File: config.mk
export PLATFORM = sky130hd
export DESIGN_NAME = edge_window_ctrl_flat
export DESIGN_NICKNAME = d
export VERILOG_FILES = /design/src/rtl/edge_counter_pkg.sv /design/src/rtl/edge_window_ctrl_if.sv /design/src/rtl/window_timer.sv /design/src/rtl/edge_window_ctrl.sv /design/src/flat_wrapper.sv
export SDC_FILE = /design/constraint.sdc
export NUM_CORES = 1
export LEC_CHECK = 0
export ABC_AREA = 1
export CAP_MARGIN = 20
export CORE_MARGIN = 3
export CORE_UTILIZATION = 40
export DETAILED_ROUTE_END_ITERATION = 10
export PLACE_DENSITY_LB_ADDON = 0.25
export SLEW_MARGIN = 20
export SYNTH_ARGS = -nofsm -noshare
export SYNTH_HDL_FRONTEND = slang
export SYNTH_SLANG_ARGS = --single-unit
File: constraint.sdc
create_clock -name in_clock -period 4.95 [get_ports in_clock]
set_input_delay 0.99 -clock in_clock [delete_from_list [all_inputs] [get_ports in_clock]]
set_output_delay 0.99 -clock in_clock [all_outputs]
set_load 0.02 [all_outputs]
File: src/rtl/edge_counter_pkg.sv
// Shared definitions for the edge counter / window controller slice:
// default widths, drain depth and controller state encoding.
package edge_counter_pkg;

    localparam int COUNT_W_DEF      = 8;
    localparam int WIN_W_DEF        = 16;
    localparam int DRAIN_CYCLES_DEF = 2;

    localparam logic [2:0] IDLE  = 3'd0;
    localparam logic [2:0] CLEAR = 3'd1;
    localparam logic [2:0] COUNT = 3'd2;
    localparam logic [2:0] DRAIN = 3'd3;
    localparam logic [2:0] HOLD  = 3'd4;

endpackage

File: src/rtl/edge_window_ctrl_if.sv
// Control, counter-side and result handshake signals of the window controller.
// The controller takes the slave view; the control master / bench takes the master view.
interface edge_window_ctrl_if
    import edge_counter_pkg::*;
#(
    parameter int COUNT_W = COUNT_W_DEF,
    parameter int WIN_W   = WIN_W_DEF
) ();

    logic               in_start;
    logic               in_abort;
    logic               in_continuous;
    logic [WIN_W-1:0]   in_window_len;
    logic [COUNT_W-1:0] in_count_value;
    logic               out_counter_clear;
    logic               out_gate;
    logic               out_busy;
    logic [COUNT_W-1:0] out_result;
    logic               out_result_valid;
    logic               in_result_ready;
    logic               out_error;

    modport slave (
        input  in_start, in_abort, in_continuous, in_window_len, in_count_value, in_result_ready,
        output out_counter_clear, out_gate, out_busy, out_result, out_result_valid, out_error
    );

    modport master (
        output in_start, in_abort, in_continuous, in_window_len, in_count_value, in_result_ready,
        input  out_counter_clear, out_gate, out_busy, out_result, out_result_valid, out_error
    );

endinterface

File: src/rtl/window_timer.sv
// Loadable down-counter shared by the counting window and the pipeline drain.
// Load wins over decrement; the count holds at zero.
module window_timer #(
    parameter int WIN_W = 16
) (
    input  logic             clk,
    input  logic             rst,
    input  logic             load,
    input  logic [WIN_W-1:0] load_val,
    input  logic             dec,
    output logic             zero
);

    logic [WIN_W-1:0] cnt;

    always_ff @(posedge clk) begin
        if (rst) begin
            cnt <= '0;
        end else if (load) begin
            cnt <= load_val;
        end else if (dec && (cnt != '0)) begin
            cnt <= cnt - 1'b1;
        end
    end

    assign zero = (cnt == '0);

endmodule

File: src/rtl/edge_window_ctrl.sv
// Gated event meter sequencer: clears the edge counter, opens a window of
// programmable length, waits for the counter pipeline to drain, then offers the count.
module edge_window_ctrl
    import edge_counter_pkg::*;
#(
    parameter int COUNT_W      = COUNT_W_DEF,
    parameter int WIN_W        = WIN_W_DEF,
    parameter int DRAIN_CYCLES = DRAIN_CYCLES_DEF
) (
    input  logic              in_clock,
    input  logic              in_reset,
    edge_window_ctrl_if.slave bus
);

    logic [2:0]         state;
    logic [2:0]         state_nxt;
    logic [WIN_W-1:0]   len_q;
    logic [COUNT_W-1:0] result_q;
    logic               clear_q;
    logic               gate_q;
    logic               busy_q;
    logic               valid_q;
    logic               err_q;

    logic               len_ok;
    logic               latch_len;
    logic               capture;
    logic               err_nxt;
    logic               tmr_load;
    logic               tmr_dec;
    logic               tmr_zero;
    logic [WIN_W-1:0]   tmr_val;

    window_timer #(.WIN_W(WIN_W)) u_timer (
        .clk      (in_clock),
        .rst      (in_reset),
        .load     (tmr_load),
        .load_val (tmr_val),
        .dec      (tmr_dec),
        .zero     (tmr_zero)
    );

    assign len_ok = (bus.in_window_len != '0);

    // Abort overrides everything, including a simultaneous start in IDLE.
    always_comb begin
        state_nxt = state;
        latch_len = 1'b0;
        capture   = 1'b0;
        err_nxt   = 1'b0;
        tmr_load  = 1'b0;
        tmr_dec   = 1'b0;
        tmr_val   = '0;
        if (bus.in_abort) begin
            state_nxt = IDLE;
        end else begin
            case (state)
                IDLE: begin
                    if (bus.in_start) begin
                        if (len_ok) begin
                            state_nxt = CLEAR;
                            latch_len = 1'b1;
                        end else begin
                            err_nxt = 1'b1;
                        end
                    end
                end
                CLEAR: begin
                    state_nxt = COUNT;
                    tmr_load  = 1'b1;
                    tmr_val   = len_q - 1'b1;
                end
                COUNT: begin
                    if (tmr_zero) begin
                        state_nxt = DRAIN;
                        tmr_load  = 1'b1;
                        tmr_val   = WIN_W'(DRAIN_CYCLES - 1);
                    end else begin
                        tmr_dec = 1'b1;
                    end
                end
                DRAIN: begin
                    if (tmr_zero) begin
                        state_nxt = HOLD;
                        capture   = 1'b1;
                    end else begin
                        tmr_dec = 1'b1;
                    end
                end
                HOLD: begin
                    // A start arriving alongside the handshake is deliberately not looked at here.
                    if (bus.in_result_ready) begin
                        if (bus.in_continuous && len_ok) begin
                            state_nxt = CLEAR;
                            latch_len = 1'b1;
                        end else begin
                            state_nxt = IDLE;
                            err_nxt   = bus.in_continuous;
                        end
                    end
                end
                default: state_nxt = IDLE;
            endcase
        end
    end

    // Outputs are registered straight from the next-state decode so they line up with state.
    always_ff @(posedge in_clock) begin
        if (in_reset) begin
            state    <= IDLE;
            len_q    <= '0;
            result_q <= '0;
            clear_q  <= 1'b0;
            gate_q   <= 1'b0;
            busy_q   <= 1'b0;
            valid_q  <= 1'b0;
            err_q    <= 1'b0;
        end else begin
            state   <= state_nxt;
            clear_q <= (state_nxt == CLEAR);
            gate_q  <= (state_nxt == COUNT);
            busy_q  <= (state_nxt != IDLE);
            valid_q <= (state_nxt == HOLD);
            err_q   <= err_nxt;
            if (latch_len) begin
                len_q <= bus.in_window_len;
            end
            if (capture) begin
                result_q <= bus.in_count_value;
            end
        end
    end

    assign bus.out_counter_clear = clear_q;
    assign bus.out_gate          = gate_q;
    assign bus.out_busy          = busy_q;
    assign bus.out_result_valid  = valid_q;
    assign bus.out_result        = result_q;
    assign bus.out_error         = err_q;

endmodule

File: src/flat_wrapper.sv
// flat-port wrapper written by rule: the top's interface ports become plain ports
module edge_window_ctrl_flat import edge_counter_pkg::*;
#(
    parameter int COUNT_W      = COUNT_W_DEF,
    parameter int WIN_W        = WIN_W_DEF,
    parameter int DRAIN_CYCLES = DRAIN_CYCLES_DEF
)
  (in_clock, in_reset, bus_in_start, bus_in_abort, bus_in_continuous, bus_in_window_len, bus_in_count_value, bus_in_result_ready, bus_out_counter_clear, bus_out_gate, bus_out_busy, bus_out_result, bus_out_result_valid, bus_out_error);
  edge_window_ctrl_if #(.COUNT_W(COUNT_W), .WIN_W(WIN_W)) bus_i ();
  input  logic in_clock;
  input  logic in_reset;
  input wire logic [$bits(bus_i.in_start)-1:0] bus_in_start;
  input wire logic [$bits(bus_i.in_abort)-1:0] bus_in_abort;
  input wire logic [$bits(bus_i.in_continuous)-1:0] bus_in_continuous;
  input wire logic [$bits(bus_i.in_window_len)-1:0] bus_in_window_len;
  input wire logic [$bits(bus_i.in_count_value)-1:0] bus_in_count_value;
  input wire logic [$bits(bus_i.in_result_ready)-1:0] bus_in_result_ready;
  output wire logic [$bits(bus_i.out_counter_clear)-1:0] bus_out_counter_clear;
  output wire logic [$bits(bus_i.out_gate)-1:0] bus_out_gate;
  output wire logic [$bits(bus_i.out_busy)-1:0] bus_out_busy;
  output wire logic [$bits(bus_i.out_result)-1:0] bus_out_result;
  output wire logic [$bits(bus_i.out_result_valid)-1:0] bus_out_result_valid;
  output wire logic [$bits(bus_i.out_error)-1:0] bus_out_error;
  assign bus_i.in_start = bus_in_start;
  assign bus_i.in_abort = bus_in_abort;
  assign bus_i.in_continuous = bus_in_continuous;
  assign bus_i.in_window_len = bus_in_window_len;
  assign bus_i.in_count_value = bus_in_count_value;
  assign bus_i.in_result_ready = bus_in_result_ready;
  assign bus_out_counter_clear = bus_i.out_counter_clear;
  assign bus_out_gate = bus_i.out_gate;
  assign bus_out_busy = bus_i.out_busy;
  assign bus_out_result = bus_i.out_result;
  assign bus_out_result_valid = bus_i.out_result_valid;
  assign bus_out_error = bus_i.out_error;
  edge_window_ctrl #(.COUNT_W(COUNT_W), .WIN_W(WIN_W), .DRAIN_CYCLES(DRAIN_CYCLES)) u_core (.in_clock(in_clock), .in_reset(in_reset), .bus(bus_i));
endmodule
==> results by group <==
Cells and area
  – Layout cells sized above 1: roughly 4.4%
  – Final net count: 532
  – Diode count: 0
  – Fill cell count: between 700 and 800
  – Area Growth Syn to Fin: 19.9%

Worst setup path
  – Critical-path cell list: clkdlybuf4s50_1, inv_2, nand3_1, o21ai_0, a21oi_1
  – Worst Setup Path Type: input port to flip-flop
  – Required @ worst endpoint: 5.10 ns
  – Critical path's largest stage delay: approximately 0.71 ns
  – Critical path startpoint category: input port
  – Max Fanout on Critical Path: 33
  – Critical path's top delay family: buffers and inverters
  – Critical Path AT: 3.00 ns
  – WP buf/inv: 2
  – CP endpoint kind: flip-flop
  – Critical path's slowest cell: nand3_1

Timing
  – Final hold vios: 0
  – Setup ws final: 2.10 ns
  – Setup Total Neg Slack: 0 ns
  – Fmax: 0.351 GHz
  – Unrepaired setup endpoints after global routing: false
  – Crit path time final: between 2 and 3 ns
  – Clock skew: just under 0.01 ns
  – Slew Limit Headroom: 35.2%
  – Final setup fails: 0
  – Tcrit/Tclk final: roughly 58%
  – Final count of pins violating max slew: 0
  – Slew @ Worst Pin: 0.969 ns

Synth
  – Largest cells by area after synthesis: dfxtp_1, nand2_1, nor2_1
  – Synth cell count leaders: nand2_1, nor2_1, inv_1
  – Post-Syn Area: between 2000 and 3000 µm²
  – Synth Area per Inst: ~6 µm²
  – Yosys reg bits: between 40 and 50
  – Post-synth top area share: roughly a third
  – Area leader, netlist: dfxtp_1
  – Cells after Synth: 462
  – Count leader, synth: nand2_1
  – Syn_nets: 494
  – Syn. warnings: 0
  – Post-synth ARST share: 0%
  – Post-synth EDFFs: 0
  – Post-synthesis sequential area ratio: 34.1%
  – Synth Flop Type: dfxtp_1
  – Synth cell types: 30

GRT
  – First-pass GRT wire length: between 10000 and 15000 µm
  – Grt ovf: 0
  – Initial antenna violation count: 0
  – GRT Util Overall: 17.4%
  – Largest net degree at the start of global routing: between 40 and 50
  – Vias in the first global route: around 2500

Detailed routing
  – First-pass DRT Iterations: 4
  – Iteration-0 DRC Markers: between 200 and 250
  – Drt wl/cell: between 10 and 15 µm
  – Via Count: roughly 2800
  – Post-DRT Antenna Nets: 0
  – Post-route DRC: 0
  – DRT Wirelength: ~6900 µm
  – Number of vias per cell: about 4.8

Floorplanning
  – Starting density of the core: a little over two fifths
  – Die H: 90.0 µm
  – Row count: 29
  – Core region area: between 6000 and 7000 µm²
  – # IOs: 43
  – Die width: 90.0 µm
  – Die area: 8090 µm²

Placement
  – Gpl congestion: slightly above 0.9
  – Setup Slack @ Placement: roughly 1.8 ns
  – IO Port Bufs: 42
  – Detail Placement HPWL: about 5200 µm

Clock network
  – Clock sinks: 48
  – Worst-path clk slew: around 0.080 ns
  – Later-pin clock latency in the skew report: ~0.30 ns
  – Root buf cell: clkbuf_8
  – Setup Fix Bufs, Post-CTS: 0
  – H-tree depth: 2
  – Post-CTS Hold Buffers: 0
  – Longest Clk Path Bufs: 2
  – CTS tree: built
  – Num CTS Buffers: 5
  – Cts repair resizes: 0

Flow run
  – Max-cap violation count: 0

Worst hold path
  – HP Class: flip-flop to flip-flop

Pwr
  – Total power: slightly above 900 µW
  – Worst vdd ir: approximately 150 µV
  – Pwr/cell area: between 200 and 300 nW/µm²
  – Pleak: approximately 0.0016 µW

Outcome
  – Status: finished, final reports clean
-- flip-flops by register name, summed over array words and instances, names as in the netlist --
signal,flops
u_core.u_timer.cnt,16
u_core.bus.out_result_valid,1
u_core.bus.out_result,8
u_core.bus.out_busy,1
u_core.state,3
u_core.bus.out_error,1
u_core.bus.out_counter_clear,1
u_core.bus.out_gate,1
u_core.len_q,16
-- metal layers --
metal	GRT usage (%)	part of all wire, %	vias up
met4	4.85	0.94	0
li1	-	-	1539
met1	24.0	49	1215
met3	2.42	5.6	5
met2	28.5	45	62
met5	0	0	-
-- metrics by stage --
step	instances	area (µm²)	hold WS, ns	utilization, %
floorplan	462	2820	0.444	-
global placement	586	3280	0.484	49.7
detailed placement	586	3280	0.494	49.7
CTS	593	3380	0.507	51.2
global route	593	3380	0.534	51.2
finish	593	3380	0.498	51.2
-- tightest hold or removal path, stage by stage (launching register included) --
cell,delay [ns]
dfxtp_1,0.32
inv_1,0.08
a21oi_1,0.06
-- area by class of cell --
| class | count | area [µm²] | share of cell area, % |
|---|---|---|---|
| Clock buffer | 7 | 96.3 | 2.85 |
| Inverter | 51 | 191 | 5.66 |
| Multi-Input combinational cell | 352 | 1600 | 47.2 |
| Sequential cell | 48 | 961 | 28.4 |
| Tap cell | 93 | 116 | 3.44 |
| Timing Repair Buffer | 42 | 420 | 12.4 |
-- where the power goes --
part	total, µW	internal, µW	switching (µW)
Combinational	252	94.7	158
Clock	251	125	127
Sequential	420	404	16.2
-- path summary, 6_finish.rpt --
path                                                   start                             to  slack (ns)  cells after the start
worst max-delay path                            bus_in_abort  u_core.len_q[12]$_SDFFE_PP0P_        2.10                      5
worst min-delay path            u_core.len_q[1]$_SDFFE_PP0P_   u_core.len_q[1]$_SDFFE_PP0P_        0.50                      2
worst max register to register    u_core.state[0]$_SDFF_PP0_  u_core.len_q[12]$_SDFFE_PP0P_        2.79                      6
worst min register to register  u_core.len_q[1]$_SDFFE_PP0P_   u_core.len_q[1]$_SDFFE_PP0P_        0.50                      2
-- cell families after synthesis --
family	after synthesis	synth area share, %
AO/OA/AOI/OAI	68	12.5
XOR/XNOR	3	0.932
adder cells (fa/ha/maj)	2	0.888
buffers and inverters	62	9.32
flip-flops	48	34.1
AND/OR/NAND/NOR	279	42.3
-- cell usage in the layout, fill, tap and decap left out, types with 2 or more instances in the layout --
master and n:
nor3_1 3, clkbuf_8 7, inv_2 3, nand3_1 33
nor2_2 3, nand4_1 9, nand2_4 2, dfxtp_1 48
o21ai_0 33, ha_1 2, clkdlybuf4s50_1 42, nand2_1 124
a21oi_1 31, nor2_1 99, inv_1 48, nand2_2 2
xor2_1 2
Note: power is estimated with default switching activity, not from simulation.
